--- src/rtl/regfile_write_arbiter.sv ---
// Write-port controller for an 8x8 register file: boots every register to its own
// index, then round-robins the single write port between two valid/ready requesters.
module regfile_write_arbiter #(
    parameter int NUM_REGS = 8,
    parameter int REG_AW   = 3,
    parameter int DW       = 8
) (
    input  logic              Clk,
    input  logic              Reset,
    input  logic              A_Valid,
    input  logic [REG_AW-1:0] A_Reg,
    input  logic [DW-1:0]     A_Data,
    output logic              A_Ready,
    input  logic              B_Valid,
    input  logic [REG_AW-1:0] B_Reg,
    input  logic [DW-1:0]     B_Data,
    output logic              B_Ready,
    input  logic              Init_Req,
    output logic [REG_AW-1:0] Write_Reg_Num,
    output logic [DW-1:0]     Write_Data,
    output logic              RegWrite,
    output logic              Init_Done
);

    typedef enum logic [1:0] {START, INIT, RUN} state_t;

    typedef struct packed {
        logic [REG_AW-1:0] addr;
        logic [DW-1:0]     data;
    } wr_req_t;

    state_t            state, state_nxt;
    logic [REG_AW-1:0] cnt, cnt_nxt;
    logic              last_b, last_b_nxt;
    wr_req_t           held;

    always_ff @(posedge Clk or negedge Reset) begin
        if (!Reset) begin
            state  <= START;
            cnt    <= '0;
            last_b <= 1'b1;
        end else begin
            state  <= state_nxt;
            cnt    <= cnt_nxt;
            last_b <= last_b_nxt;
        end
    end

    // Idle cycles replay the last committed address/data so the port does not toggle.
    always_ff @(posedge Clk or negedge Reset) begin
        if (!Reset)
            held <= '0;
        else if (RegWrite)
            held <= '{addr: Write_Reg_Num, data: Write_Data};
    end

    always_comb begin
        state_nxt     = state;
        cnt_nxt       = cnt;
        last_b_nxt    = last_b;
        A_Ready       = 1'b0;
        B_Ready       = 1'b0;
        RegWrite      = 1'b0;
        Init_Done     = 1'b0;
        Write_Reg_Num = held.addr;
        Write_Data    = held.data;
        case (state)
            START: begin
                state_nxt = INIT;
                cnt_nxt   = '0;
            end
            INIT: begin
                RegWrite      = 1'b1;
                Write_Reg_Num = cnt;
                Write_Data    = DW'(cnt);
                cnt_nxt       = cnt + 1'b1;
                if (cnt == REG_AW'(NUM_REGS - 1)) begin
                    state_nxt = RUN;
                    cnt_nxt   = '0;
                end
            end
            RUN: begin
                Init_Done = 1'b1;
                if (Init_Req) begin
                    state_nxt = INIT;
                    cnt_nxt   = '0;
                end else if (A_Valid && (!B_Valid || last_b)) begin
                    A_Ready       = 1'b1;
                    RegWrite      = 1'b1;
                    Write_Reg_Num = A_Reg;
                    Write_Data    = A_Data;
                    last_b_nxt    = 1'b0;
                end else if (B_Valid) begin
                    B_Ready       = 1'b1;
                    RegWrite      = 1'b1;
                    Write_Reg_Num = B_Reg;
                    Write_Data    = B_Data;
                    last_b_nxt    = 1'b1;
                end
            end
            default: state_nxt = START;
        endcase
    end

endmodule
--- config.mk ---
export PLATFORM = sky130hd
export DESIGN_NAME = regfile_write_arbiter
export DESIGN_NICKNAME = d
export VERILOG_FILES = /design/src/rtl/regfile_write_arbiter.sv
export SDC_FILE = /design/constraint.sdc
export NUM_CORES = 1
export LEC_CHECK = 0
export ABC_AREA = 1
export CORE_ASPECT_RATIO = 1.2
export CORE_MARGIN = 1.5
export CORE_UTILIZATION = 51
export CTS_CLUSTER_SIZE = 25
export DETAILED_ROUTE_END_ITERATION = 7
export PLACE_DENSITY = 0.95
export SLEW_MARGIN = 20
export SYNTH_ARGS = -nofsm -noshare
export SYNTH_HDL_FRONTEND = slang
export SYNTH_SLANG_ARGS = --single-unit
--- constraint.sdc ---
create_clock -name Clk -period 3.3 [get_ports Clk]
set_clock_uncertainty 0.2 [all_clocks]
set_input_delay 0.66 -clock Clk [delete_from_list [all_inputs] [get_ports Clk]]
set_output_delay 0.66 -clock Clk [all_outputs]
set_load 0.005 [all_outputs]
* After elaboration in Yosys (flattened, before gate mapping) *
Cells that the tools add are included.

word-level totals
  input bits = 27
  word-level logic and storage cells = 48
  register bits after elaboration = 17

cells by class
  reduce and logical (&&, ||, !) cells = 9
  $add $sub $neg = 1
  multiplexer cells = 27
  equal/unequal tests = 5
  bitwise logic cells = 1

operator list
  operator               count
  $mux W8                3
  $pmux W8 S2            1
  $mux W3                5
  $mux W1                12
  $pmux W3 S3            1
  $pmux W2 S3            1
  $pmux W3 S2            1
  $mux W2                2
  $ne A2 B2 Y1 const B   2
  $reduce_and A2 Y1      2
  $add A3 B1 Y3 const B  1
  $eq A3 B3 Y1 const B   1
  $reduce_and A3 Y1      1
  $reduce_bool A3 Y1     1
  $eq A2 B1 Y1 const B   1
  $eq A2 B2 Y1 const B   1
  $logic_not A2 Y1       1
  $pmux W1 S2            1
  $reduce_bool A2 Y1     1
  $logic_and A1 B1 Y1    1
  $logic_not A1 Y1       1
  $logic_or A1 B1 Y1     1
  $not A1 Y1             1

* Logic depth before layout (Yosys ltp) *
  word-level depth = 6
  depth in mapped cells = 11
  mapped depth without buffers = 11

* Worst setup path after synthesis *
No wires, ideal clock.

  kind = input -> output
  start point = input port B_Valid
  end point = output port Write_Reg_Num[2]
  slack = 1.042 ns
  arrival time = 1.398 ns
  path buffers = 2
  stages on the path = 8
  cells stage by stage = buf_6 -> nand2_8 -> nand2_8 -> clkbuf_8 -> nand2_1 -> nand3_1 -> nand2_1 -> a22oi_1

on the way
  word-level cells in the longest chain between the ends = 6

ends and longest elaborated chain
  what                 line  source
  start, declared      14    input logic B_Valid,
  $logic_not A1 Y1     87    end else if (A_Valid && (!B_Valid || last_b)) begin
  $logic_or A1 B1 Y1   87
  $logic_and A1 B1 Y1  87
  $mux W3 *            87
  $mux W3 *            84    if (Init_Req) begin
  $pmux W3 S2 *        67    case (state)
  end, declared        19    output logic [REG_AW-1:0] Write_Reg_Num,

Every way passes the cells marked *; elsewhere a longest branch is shown, timed or not.

* Worst setup path after layout *
  start point = input port Init_Req
  end point = output port Write_Data[6]

on the way
  word-level cells in the longest chain between the ends = 2

ends and longest elaborated chain
  what             line  source
  start, declared  18    input logic Init_Req,
  $mux W8          84
  $pmux W8 S2      67
  end, declared    20    output logic [DW-1:0] Write_Data,

No other way between the ends.

==> impl_metrics.tcl <==
set metrics [dict create \
    synthAdderAreaFrac 0.0622 \
    yosysSeqAreaShare 0.303 \
    setup_violations 0 \
    ctsLongestPathBuffers 2 \
    syn_inst 199 \
    grt_pass1_vias 1253 \
    core_mm2 0.00258 \
    die_x_um 51.0 \
    fin_crit_sh 0.967 \
    outcome "finished clean" \
    routed_wl_um 3130 \
    die_area_mm2 0.00309 \
    r2r_cells 10 \
    h-tree-depth 1 \
    root_buffer "clkbuf_4" \
    vias 1412 \
    grt_usage 0.211 \
    antenna_cells 0 \
    synth.distinct_cells 23 \
    crit_arrival_ps 2330 \
    power_density_mw_per_mm2 882 \
    slew_headroom 0.496 \
    tightest_slew_ps 754 \
    finalSetupTns_ps 0 \
    slew_viol_final 0 \
    ff2ff_setup_slack_ps 1380 \
    synth_top_family_by_area "simple AND/OR/NAND/NOR gates" \
    synth_compound_area_frac 0.158 \
    vdd_drop_max_v 0.000732 \
    synthXorXnorAreaFrac 0 \
    grt_start_max_net_pins 18 \
    cts_buffers 3 \
    dpl.hpwl_um 2420 \
    avgRoutedWirePerCell_um 11.3 \
    clock.fmax_ghz 0.313 \
    yosys.area_share.simple 0.324 \
    yosysMostFrequentCell "nand2_1" \
    cts_tree "built" \
    place.gp.congestion 0.783 \
    nNetsFinal 280 \
    synth_warnings 0 \
    num_rows 20 \
    stdcell_count 278 \
    clock-sinks 17 \
    cp_max_fo 6 \
    crit_path_start_kind "primary input" \
    p_leak_nw 1.03 \
    antenna_found_initial 0 \
    die-height_um 60.6 \
    avgSynthCellArea_um2 7.08 \
    dpl.cell_count 273 \
    r2r-start "state[0]$_DFFE_PN0P_" \
    rr_endpoint "held[5]$_DFFE_PN0P_" \
    drc 0 \
    endpoint "Write_Data[6]" \
    drive_above_1_share 0.122 \
    antenna_left 0 \
    crit_type "primary input to primary output" \
    synthTopCellsByCount "54 x nand2_1, 38 x inv_1, 22 x nand3_1" \
    synthTopCellsByArea "dfrtp_1 28%, nand2_1 14%, inv_1 10%, nand3_1 7.8%, ha_1 6.2%" \
    synthMuxAreaShare 0 \
    io_pins 42 \
    fin_ws_ps 108 \
    port_buffers 41 \
    cp-end-kind "primary output" \
    async_flop_share 1.00 \
    post-place-ws_ps 52.7 \
    clkLatencyLatePin_ps 290 \
    grt_pass1_wl_um 5010 \
    crit_required_ps 2440 \
    cap_viol_max_count 0 \
    clk_pin_slew_ps 90 \
    drt_iter0_markers 51 \
    synth_top_area_frac 0.284 \
    avgViaCountPerCell 5.08 \
    synth_area_mm2 0.00141 \
    min_period_ps 3190 \
    min_path_type "register to register" \
    finalHoldViolCount 0 \
    synth_area_leader_cell "dfrtp_1" \
    initial_core_util 0.547 \
    drt_first_pass_iters 4 \
    synthFlopType "dfrtp_1" \
    cts_hold_buf 0 \
    synth_edf_count 0 \
    area_delta_synth_final_pct 35.7 \
    syn-num-nets 233 \
    startpoint "Init_Req" \
    yosys_register_bits 17 \
    grt_overflow 0 \
]
## routing by layer
metal  vias to the layer above  GRT usage  share of wire  routed length (um)
li1                        716          -              -                   -
met1                       647      0.261           0.44                1370
met2                        44      0.375           0.49                1540
met3                         5     0.0296          0.058                 182
met4                         0     0.0811          0.013                  40
met5                         -          0              0                   0
## stage by stage
| step | util | hold WS (ps) | cell area [um^2] | total power, mW |
|---|---|---|---|---|
| finish | 0.742 | 293 | 1910 | 1.69 |
| floorplan | - | 164 | 1410 | 1.11 |
| CTS | 0.730 | 291 | 1880 | 1.69 |
| detailed placement | 0.720 | 266 | 1860 | 1.57 |
| global placement | 0.720 | 264 | 1860 | 1.54 |
| global route | 0.742 | 319 | 1910 | 1.85 |
## logic make-up (layout without fill, tap and decap cells)
kind of cell,count (synthesis),count (layout)
simple gates,90,90
flops,17,17
compound gates,39,39
fa+ha+maj,7,7
buf+inv,46,92
## final cells by class
class | count | area, um^2
multi-input cells | 136 | 772
fillers | 209 | 666
repair buffers | 46 | 475
flip-flops and latches | 17 | 427
inverters | 42 | 170
well taps | 33 | 41.3
clock buffers | 4 | 26.3
## where the power goes
part | internal, mW | switching, mW
Sequential | 0.308 | 0.0488
Combinational | 0.552 | 0.668
Clock | 0.0470 | 0.0627
## how the worst min path moves through the flow
| stage | depth (start not counted) | end | start |
|---|---|---|---|
| after floorplan | 0 | cnt[0]$_DFFE_PN0P_ | Reset |
| after global placement | 2 | held[7]$_DFFE_PN0P_ | held[7]$_DFFE_PN0P_ |
| after detailed placement | 2 | held[10]$_DFFE_PN0P_ | held[10]$_DFFE_PN0P_ |
| after CTS | 2 | held[10]$_DFFE_PN0P_ | held[10]$_DFFE_PN0P_ |
| after global routing | 2 | held[10]$_DFFE_PN0P_ | held[10]$_DFFE_PN0P_ |
| final | 2 | held[10]$_DFFE_PN0P_ | held[10]$_DFFE_PN0P_ |
## layout by cell type (no fill, tap or decap), types with 2 or more instances in the layout
master	Yosys	final
nand2_1	54	54
inv_1	38	37
clkdlybuf4s50_1	0	35
nand3_1	22	22
o21ai_0	17	17
dfrtp_1	16	16
a21oi_1	11	11
dlymetal6s2s_1	0	6
nand2_4	5	5
a22oi_1	5	5
ha_1	7	5
nor2_1	4	4
buf_4	0	4
o21ai_2	3	3
clkbuf_4	0	3
nand2_8	2	2
inv_2	2	2
inv_4	1	2
o21ai_1	2	2
ha_2	0	2
## timing repair
action / in CTS / in global routing
endpoints found under the setup margin: 0 / 11
buffers inserted: 0 / 1
gates resized for setup: 0 / 10
## worst max-delay path: stages
cell and delay (ps):
clkdlybuf4s50_1 460, buf_4 180, nor2_8 140, nand2_4 90, a21oi_1 130, nand2_1 100, inv_1 60, clkdlybuf4s50_1 490
## registers in the layout (all words and copies together), names as in the netlist
name and flops:
held 11, cnt 3, state 2, last_b 1
Note: power is estimated with default switching activity, not from simulation.
